**src/rtl/alu_control_seq.sv**
```systemverilog
// ALU control stage: registered op/func decode plus MULT/DIV multi-cycle sequencing.
// Optional macro ALUCTRL_EXT_OPS_EN adds XOR, NOR and SLTU decodes.
module alu_control_seq #(
    parameter int FUNC_W  = 6,
    parameter int OP_W    = 2,
    parameter int CTRL_W  = 4,
    parameter int MUL_LAT = 4,
    parameter int DIV_LAT = 8
) (
    input  logic              clk,
    input  logic              rst_n,
    input  logic              in_valid,
    input  logic [OP_W-1:0]   op,
    input  logic [FUNC_W-1:0] func,
    input  logic              stall_in,
    input  logic              flush,
    output logic              in_ready,
    output logic              out_valid,
    output logic [CTRL_W-1:0] control,
    output logic              illegal,
    output logic              busy,
    output logic              hilo_we
);

    // state | meaning
    // IDLE  | ready to accept a new op/func
    // MCYC  | MULT/DIV executing, counter counts down to the HI/LO write
    typedef enum logic {IDLE, MCYC} state_t;

    localparam int LAT_MAX = (MUL_LAT > DIV_LAT) ? MUL_LAT : DIV_LAT;
    localparam int CNT_W   = (LAT_MAX > 1) ? $clog2(LAT_MAX) : 1;

    localparam logic [CNT_W-1:0]  MUL_CNT  = CNT_W'(MUL_LAT - 1);
    localparam logic [CNT_W-1:0]  DIV_CNT  = CNT_W'(DIV_LAT - 1);
    localparam logic [FUNC_W-1:0] FUNC_LOW = FUNC_W'(6'h3f);
    localparam logic [OP_W-1:0]   OP_LOW   = OP_W'(2'b11);

    state_t           state;
    logic [CNT_W-1:0] count;

    logic [5:0]        func_lo;
    logic [1:0]        op_lo;
    logic              upper_nz;
    logic [3:0]        code;
    logic              dec_ill;
    logic              dec_mul;
    logic              dec_div;
    logic [CTRL_W-1:0] dec_ctrl;
    logic              accept;

    assign func_lo  = func[5:0];
    assign op_lo    = op[1:0];
    assign upper_nz = (|(func & ~FUNC_LOW)) | (|(op & ~OP_LOW));

    always_comb begin
        code    = 4'b1111;
        dec_ill = 1'b0;
        dec_mul = 1'b0;
        dec_div = 1'b0;
        case (op_lo)
            2'b00: code = 4'b0010;
            2'b01: code = 4'b0110;
            2'b10: begin
                case (func_lo)
                    6'b100000: code = 4'b0010;
                    6'b100010: code = 4'b0110;
                    6'b100100: code = 4'b0000;
                    6'b100101: code = 4'b0001;
                    6'b101010: code = 4'b0111;
                    6'b011000: begin code = 4'b1000; dec_mul = 1'b1; end
                    6'b011010: begin code = 4'b1001; dec_div = 1'b1; end
`ifdef ALUCTRL_EXT_OPS_EN
                    6'b100110: code = 4'b1101;
                    6'b100111: code = 4'b1100;
                    6'b101011: code = 4'b1010;
`endif
                    default:   dec_ill = 1'b1;
                endcase
            end
            default: dec_ill = 1'b1;
        endcase
        if (upper_nz) begin
            dec_ill = 1'b1;
            dec_mul = 1'b0;
            dec_div = 1'b0;
        end
        dec_ctrl = dec_ill ? '1 : CTRL_W'(code);
    end

    assign in_ready = (state == IDLE) && !stall_in && rst_n;
    assign accept   = in_valid && in_ready && !flush;

    // The HI/LO write must vanish in the same cycle as a stall, flush or reset,
    // so it is gated combinationally from the registered terminal count.
    assign hilo_we  = (state == MCYC) && (count == '0) && !stall_in && !flush && rst_n;

    always_ff @(posedge clk) begin
        if (!rst_n) begin
            state     <= IDLE;
            count     <= '0;
            out_valid <= 1'b0;
            control   <= '0;
            illegal   <= 1'b0;
            busy      <= 1'b0;
        end else if (flush) begin
            state     <= IDLE;
            count     <= '0;
            out_valid <= 1'b0;
            illegal   <= 1'b0;
            busy      <= 1'b0;
        end else if (!stall_in) begin
            out_valid <= accept;
            illegal   <= accept && dec_ill;
            if (accept) begin
                control <= dec_ctrl;
            end
            case (state)
                IDLE: begin
                    if (accept && (dec_mul || dec_div)) begin
                        state <= MCYC;
                        busy  <= 1'b1;
                        count <= dec_mul ? MUL_CNT : DIV_CNT;
                    end
                end
                MCYC: begin
                    if (count == '0) begin
                        state <= IDLE;
                        busy  <= 1'b0;
                    end else begin
                        count <= count - 1'b1;
                    end
                end
                default: state <= IDLE;
            endcase
        end
    end

endmodule

```
**config.mk**
```make
export PLATFORM = sky130hd
export DESIGN_NAME = alu_control_seq
export DESIGN_NICKNAME = d
export VERILOG_FILES = /design/src/rtl/alu_control_seq.sv
export SDC_FILE = /design/constraint.sdc
export NUM_CORES = 1
export LEC_CHECK = 0
export BUFFER_PORTS_ARGS = -buffer_cell sky130_fd_sc_hd__clkbuf_2
export CAP_MARGIN = 20
export CORE_UTILIZATION = 50
export DETAILED_ROUTE_END_ITERATION = 8
export PLACE_DENSITY = 0.79
export SLEW_MARGIN = 20
export SYNTH_ARGS = -nofsm -noshare
export SYNTH_HDL_FRONTEND = slang
export SYNTH_SLANG_ARGS = --single-unit
```
**constraint.sdc**
```tcl
create_clock -name clk -period 2.7 [get_ports clk]
set_input_delay 0.27 -clock clk [delete_from_list [all_inputs] [get_ports clk]]
set_output_delay 0.27 -clock clk [all_outputs]
set_load 0.01 [all_outputs]
```
* Word-level counts from Yosys, hierarchy flattened
Cells that the tools add are included.
W data, S select, Z words.
** Storage, ports and cells
- Word-level logic and storage cells :: 63
- Input port bits :: 13
- Register bits after elaboration :: 11
- Output and inout port bits :: 9
** Operators by class
- Add/sub/neg operators :: 1
- Mux-type cells :: 19
- Bitwise logic cells :: 4
- Equality and inequality tests :: 12
- Reductions and logical operators :: 21
** Operator list (number)
- $eq A6 B6 Y1 const B :: 5
- $pmux W4 S7 :: 1
- $eq A6 B5 Y1 const B :: 2
- $pmux W4 S3 :: 1
- $logic_and A1 B1 Y1 :: 10
- $mux W1 :: 9
- $mux W3 :: 3
- $reduce_and A3 Y1 :: 3
- $reduce_or A7 Y1 :: 1
- $pmux W1 S2 :: 3
- $pmux W3 S2 :: 1
- $mux W4 :: 1
- $ne A2 B1 Y1 const B :: 2
- $not A1 Y1 :: 4
- $reduce_or A2 Y1 :: 2
- $logic_not A3 Y1 :: 1
- $sub A3 B1 Y3 const B :: 1
- $eq A2 B1 Y1 const B :: 1
- $eq A2 B2 Y1 const B :: 1
- $logic_not A1 Y1 :: 2
- $logic_not A2 Y1 :: 1
- $ne A2 B2 Y1 const B :: 1
- $logic_or A1 B1 Y1 :: 1

* Logic depth before layout (Yosys ltp)
- Word-level depth :: 8
- Depth in mapped cells :: 6

* Worst setup path before layout
Ideal clock, no wire load.
- Kind :: register to register
- Start point :: register state
- End point :: register count[2]
- Stages on the path, launching flop included :: 5
- Arrival :: 1237 ps
- Period minus slack after synthesis :: 1304 ps
- Required time :: 2634 ps
- Library setup time :: 66 ps
- Slack :: 1396 ps
- Cells stage by stage :: dfxtp_1 > nor3b_2 > nand4_4 > a221o_1 > a21oi_2
** On the way
- Cells in the longest elaborated chain, start to end :: 8
** RTL lines
- start: declaration :: RTL line 38 : state_t state;
- start signal: assignment :: RTL line 99 : state <= IDLE;
- start signal: assignment :: RTL line 106 : state <= IDLE;
- start signal: assignment :: RTL line 120 : state <= MCYC;
- $not A1 Y1
- $logic_and A1 B1 Y1 (2 in series) :: RTL line 90 : assign in_ready = (state == IDLE) && !stall_in && rst_n;
- $logic_and A1 B1 Y1 (2 in series) :: RTL line 91 : assign accept = in_valid && in_ready && !flush;
- $logic_and A1 B1 Y1 :: RTL line 119 : if (accept && (dec_mul || dec_div)) begin
- $ne A2 B1 Y1 (no line)
- $reduce_and A3 Y1 (no line)
- end signal: assignment :: RTL line 122 : count <= dec_mul ? MUL_CNT : DIV_CNT;
- end signal: assignment :: RTL line 130 : count <= count - 1'b1;
- end: declaration :: RTL line 39 : logic [CNT_W-1:0] count;
Parallel ways exist; a longest one is shown, timed or not.
A chain may end at the register's enable or synchronous reset.

* Worst setup path in the final report
- Start point :: register count[0]
- End point :: output port hilo_we
** On the way
- Cells in the longest elaborated chain, start to end :: 5
** RTL lines
- $logic_not A3 Y1 :: RTL line 95 : assign hilo_we = (state == MCYC) && (count == '0) && !stall_in && !flush && rst_n;
- $logic_and A1 B1 Y1 (4 in series) :: RTL line 95
- end: declaration :: RTL line 22 : output logic hilo_we
Every way passes these cells.

==> results.yml <==
outcome:
  status: "completed"
clock_tree:
  cts_made_buffers: 3
  htreeDepth: 1
  cts_resized: 0
  cts_root_buffer: "clkbuf_4"
  insertion_delay_ns: 0.27
  cts_max_path_buffers: 2
  cts_hold_buf: 0
  clock_sinks: 11
  clk_pin_slew_ns: 0.07
  postCtsSetupRepairBufs: 0
  cts_tree: "yes"
synth:
  yosys.cell_types.count: 34
  netlist_area_um2: 683.2
  ys_async_sr_fraction: 0
  synth_top_area_share: 0.3223
  synth_seq_cells: 11
  yosysTopAreaCell: "dfxtp_1"
  postSynthNetCount: 96
  yosysWarnings: 0
  ys_seq_area_frac: 0.3223
  ys.flop_type: "dfxtp_1"
  syn_area_per_cell_um2: 8.434
  synth_edf_count: 0
  syn_inst: 81
  synth_area_leaders: "dfxtp_1, nand2_1, ha_1"
die:
  io_pins: 22
  die-area_um2: 1518
  start_util: 0.5759
  row_count: 12
  die_y_um: 38.97
  dieWidth_um: 38.97
  coreArea_um2: 1186
setup_path:
  start_kind: "flop"
  crit_type: "reg2out"
  end_kind: "output pin"
  crit_arrival_ns: 1.36
  worstPathRequired_ns: 2.43
  critPathMaxFanout: 4
place:
  place_inst: 115
  placed_area_um2: 800.8
  dp_hpwl_um: 1084
  place_ws_ns: 1.182
  io_buffers: 21
  gp_congestion: 0.7949
detailed_routing:
  antenna_left: 0
  routedWlPerCell_um: 11.82
  routed_wl_um: 1406
  vias_per_cell: 5.689
  drtIter0Drc: 17
  vias: 677
  drcViolationCount: 0
  drt_first_pass_iters: 4
min_path:
  min_path_type: "in2reg"
pwr:
  clkPwrFrac: 0.346
  vdd_ir_drop_max_mv: 0.1873
  seqPwrFrac: 0.507
  p_leak_nw: 0.3748
  intPower_uw: 242.3
  p_sw_uw: 85.09
  combPwrFrac: 0.147
  power_per_cell_area_nw_per_um2: 395.8
  switching_share: 0.2599
sta:
  fin_skew_ns: 0.005299
  tightest_slew_ns: 0.4704
  rsz0062_at_grt: "false"
  setup_tns_ns: 0
  fin_crit_sh: 0.6043
  setup_ws_ns: 1.068
  setup_viol: 0
  slew_violations: 0
  period_needed_ns: 1.632
  slew_headroom: 0.6820
  hold_viol: 0
  max_freq_mhz: 612.9
run:
  maxCapViolations: 0
global_routing:
  grt_max_degree: 10
  busiest_layer: "met2"
  grtUsageMet2: 0.3125
  gr-total-overflow: 0
  grt_pass1_wl_um: 2097
  grt_pass1_vias: 530
  grt.met3_usage: 0.05202
  grt_usage: 0.2105
  use_met1: 0.2683
  antenna_found_initial: 0
finish:
  drive_above_1_share: 0.2952
  area_growth_pct: 21.06
  num_antenna_cells: 0
  design_area_um2: 827.0
  num-nets-final: 121
  fin_cells: 119
## critical path, stage by stage (launching register included)
cell      delay, ns
dfxtp_1        0.30
inv_1          0.10
ha_1           0.18
nor2b_1        0.17
nand2_1        0.11
nor2_1         0.09
clkbuf_2       0.14
## layout make-up
cell class	instances	area (um2)
Tap cell	14	17.52
Fill cell	103	359.1
Timing Repair Buffer	21	105.1
Clock buffer	4	26.28
Inverter	6	22.52
Multi-Input combinational cell	63	435.4
Sequential cell	11	220.2
## routing by layer
layer	routed length (um)	up-vias	part of all wire
met5	0	-	0
met1	702	291	0.50
met2	604	32	0.43
met3	64	5	0.046
met4	35	0	0.025
li1	-	349	-
## final timing paths
path / from / end / slack [ns] / cells after the start
hold reg to reg: control[3]$_SDFFE_PN0P_ / control[3]$_SDFFE_PN0P_ / 0.45 / 2
setup reg to reg: state$_SDFFE_PP0N_ / count[2]$_SDFFE_PP0P_ / 1.27 / 4
setup / recovery: count[0]$_SDFFE_PP0P_ / hilo_we / 1.07 / 6
hold / removal: in_valid / out_valid$_SDFFE_PP0N_ / 0.25 / 3
## power by group through the flow
| stage | logic, mW | registers (mW) | clock network (mW) |
|---|---|---|---|
| final | 0.0481 | 0.166 | 0.113 |
| after global routing | 0.0521 | 0.166 | 0.127 |
| after CTS | 0.0480 | 0.166 | 0.114 |
| after detailed placement | 0.0477 | 0.170 | 0 |
| after global placement | 0.0463 | 0.170 | 0 |
| after floorplan | 0.0228 | 0.171 | 0 |
## layout by cell type (no fill, tap or decap)
| master | count |
|---|---|
| a311oi_1 | 1 |
| a31oi_1 | 3 |
| nand2_1 | 8 |
| nor3_1 | 1 |
| a221o_1 | 1 |
| dfxtp_1 | 11 |
| nor2_1 | 6 |
| and4bb_1 | 1 |
| and3_2 | 2 |
| a22oi_1 | 1 |
| clkbuf_2 | 21 |
| a21o_1 | 1 |
| nand3_1 | 3 |
| a22o_2 | 1 |
| a22o_1 | 1 |
| a21oi_1 | 4 |
| o221ai_1 | 1 |
| o2111ai_1 | 1 |
| o211a_1 | 1 |
| nor2b_1 | 4 |
| clkbuf_1 | 1 |
| nand2b_1 | 4 |
| inv_1 | 6 |
| and2_1 | 1 |
| mux2i_1 | 1 |
| nor4b_1 | 1 |
| nor3b_2 | 1 |
| o21ai_1 | 5 |
| nand4_4 | 1 |
| clkbuf_4 | 3 |
| a21oi_2 | 1 |
| and2b_1 | 1 |
| a211oi_1 | 1 |
| o211ai_1 | 2 |
| ha_1 | 2 |
| nor3b_4 | 1 |
## kinds of logic (layout without fill, tap and decap cells)
| group | after synthesis | after routing | share of synthesized area |
|---|---|---|---|
| fa+ha+maj | 2 | 2 | 0.03662 |
| flops | 11 | 11 | 0.3223 |
| buf+inv | 7 | 31 | 0.04028 |
| mux | 1 | 1 | 0.01465 |
| compound gates | 25 | 25 | 0.2564 |
| simple gates | 35 | 35 | 0.3296 |
## stage by stage
step	total power [mW]	hold WS, ns	util
after global routing	0.3455	0.2652	0.6973
after CTS	0.3284	0.2552	0.6973
after floorplan	0.1942	0.4063	-
final	0.3274	0.2487	0.6973
after detailed placement	0.2177	0.4462	0.6751
after global placement	0.2162	0.4351	0.6751
## synth_stat cells, types with 2 or more instances
| cell type | instances |
|---|---|
| a21oi_1 | 4 |
| a31oi_1 | 3 |
| and3_2 | 2 |
| dfxtp_1 | 11 |
| ha_1 | 2 |
| inv_1 | 6 |
| nand2_1 | 8 |
| nand2b_1 | 4 |
| nand3_1 | 3 |
| nor2_1 | 6 |
| nor2b_1 | 4 |
| o211ai_1 | 2 |
| o21ai_1 | 5 |
## sequential cells by signal, indices dropped and copies added (netlist names)
name,cells
control,4
count,3
busy,1
illegal,1
out_valid,1
state,1
No activity file was read; power rests on OpenSTA's default activity.
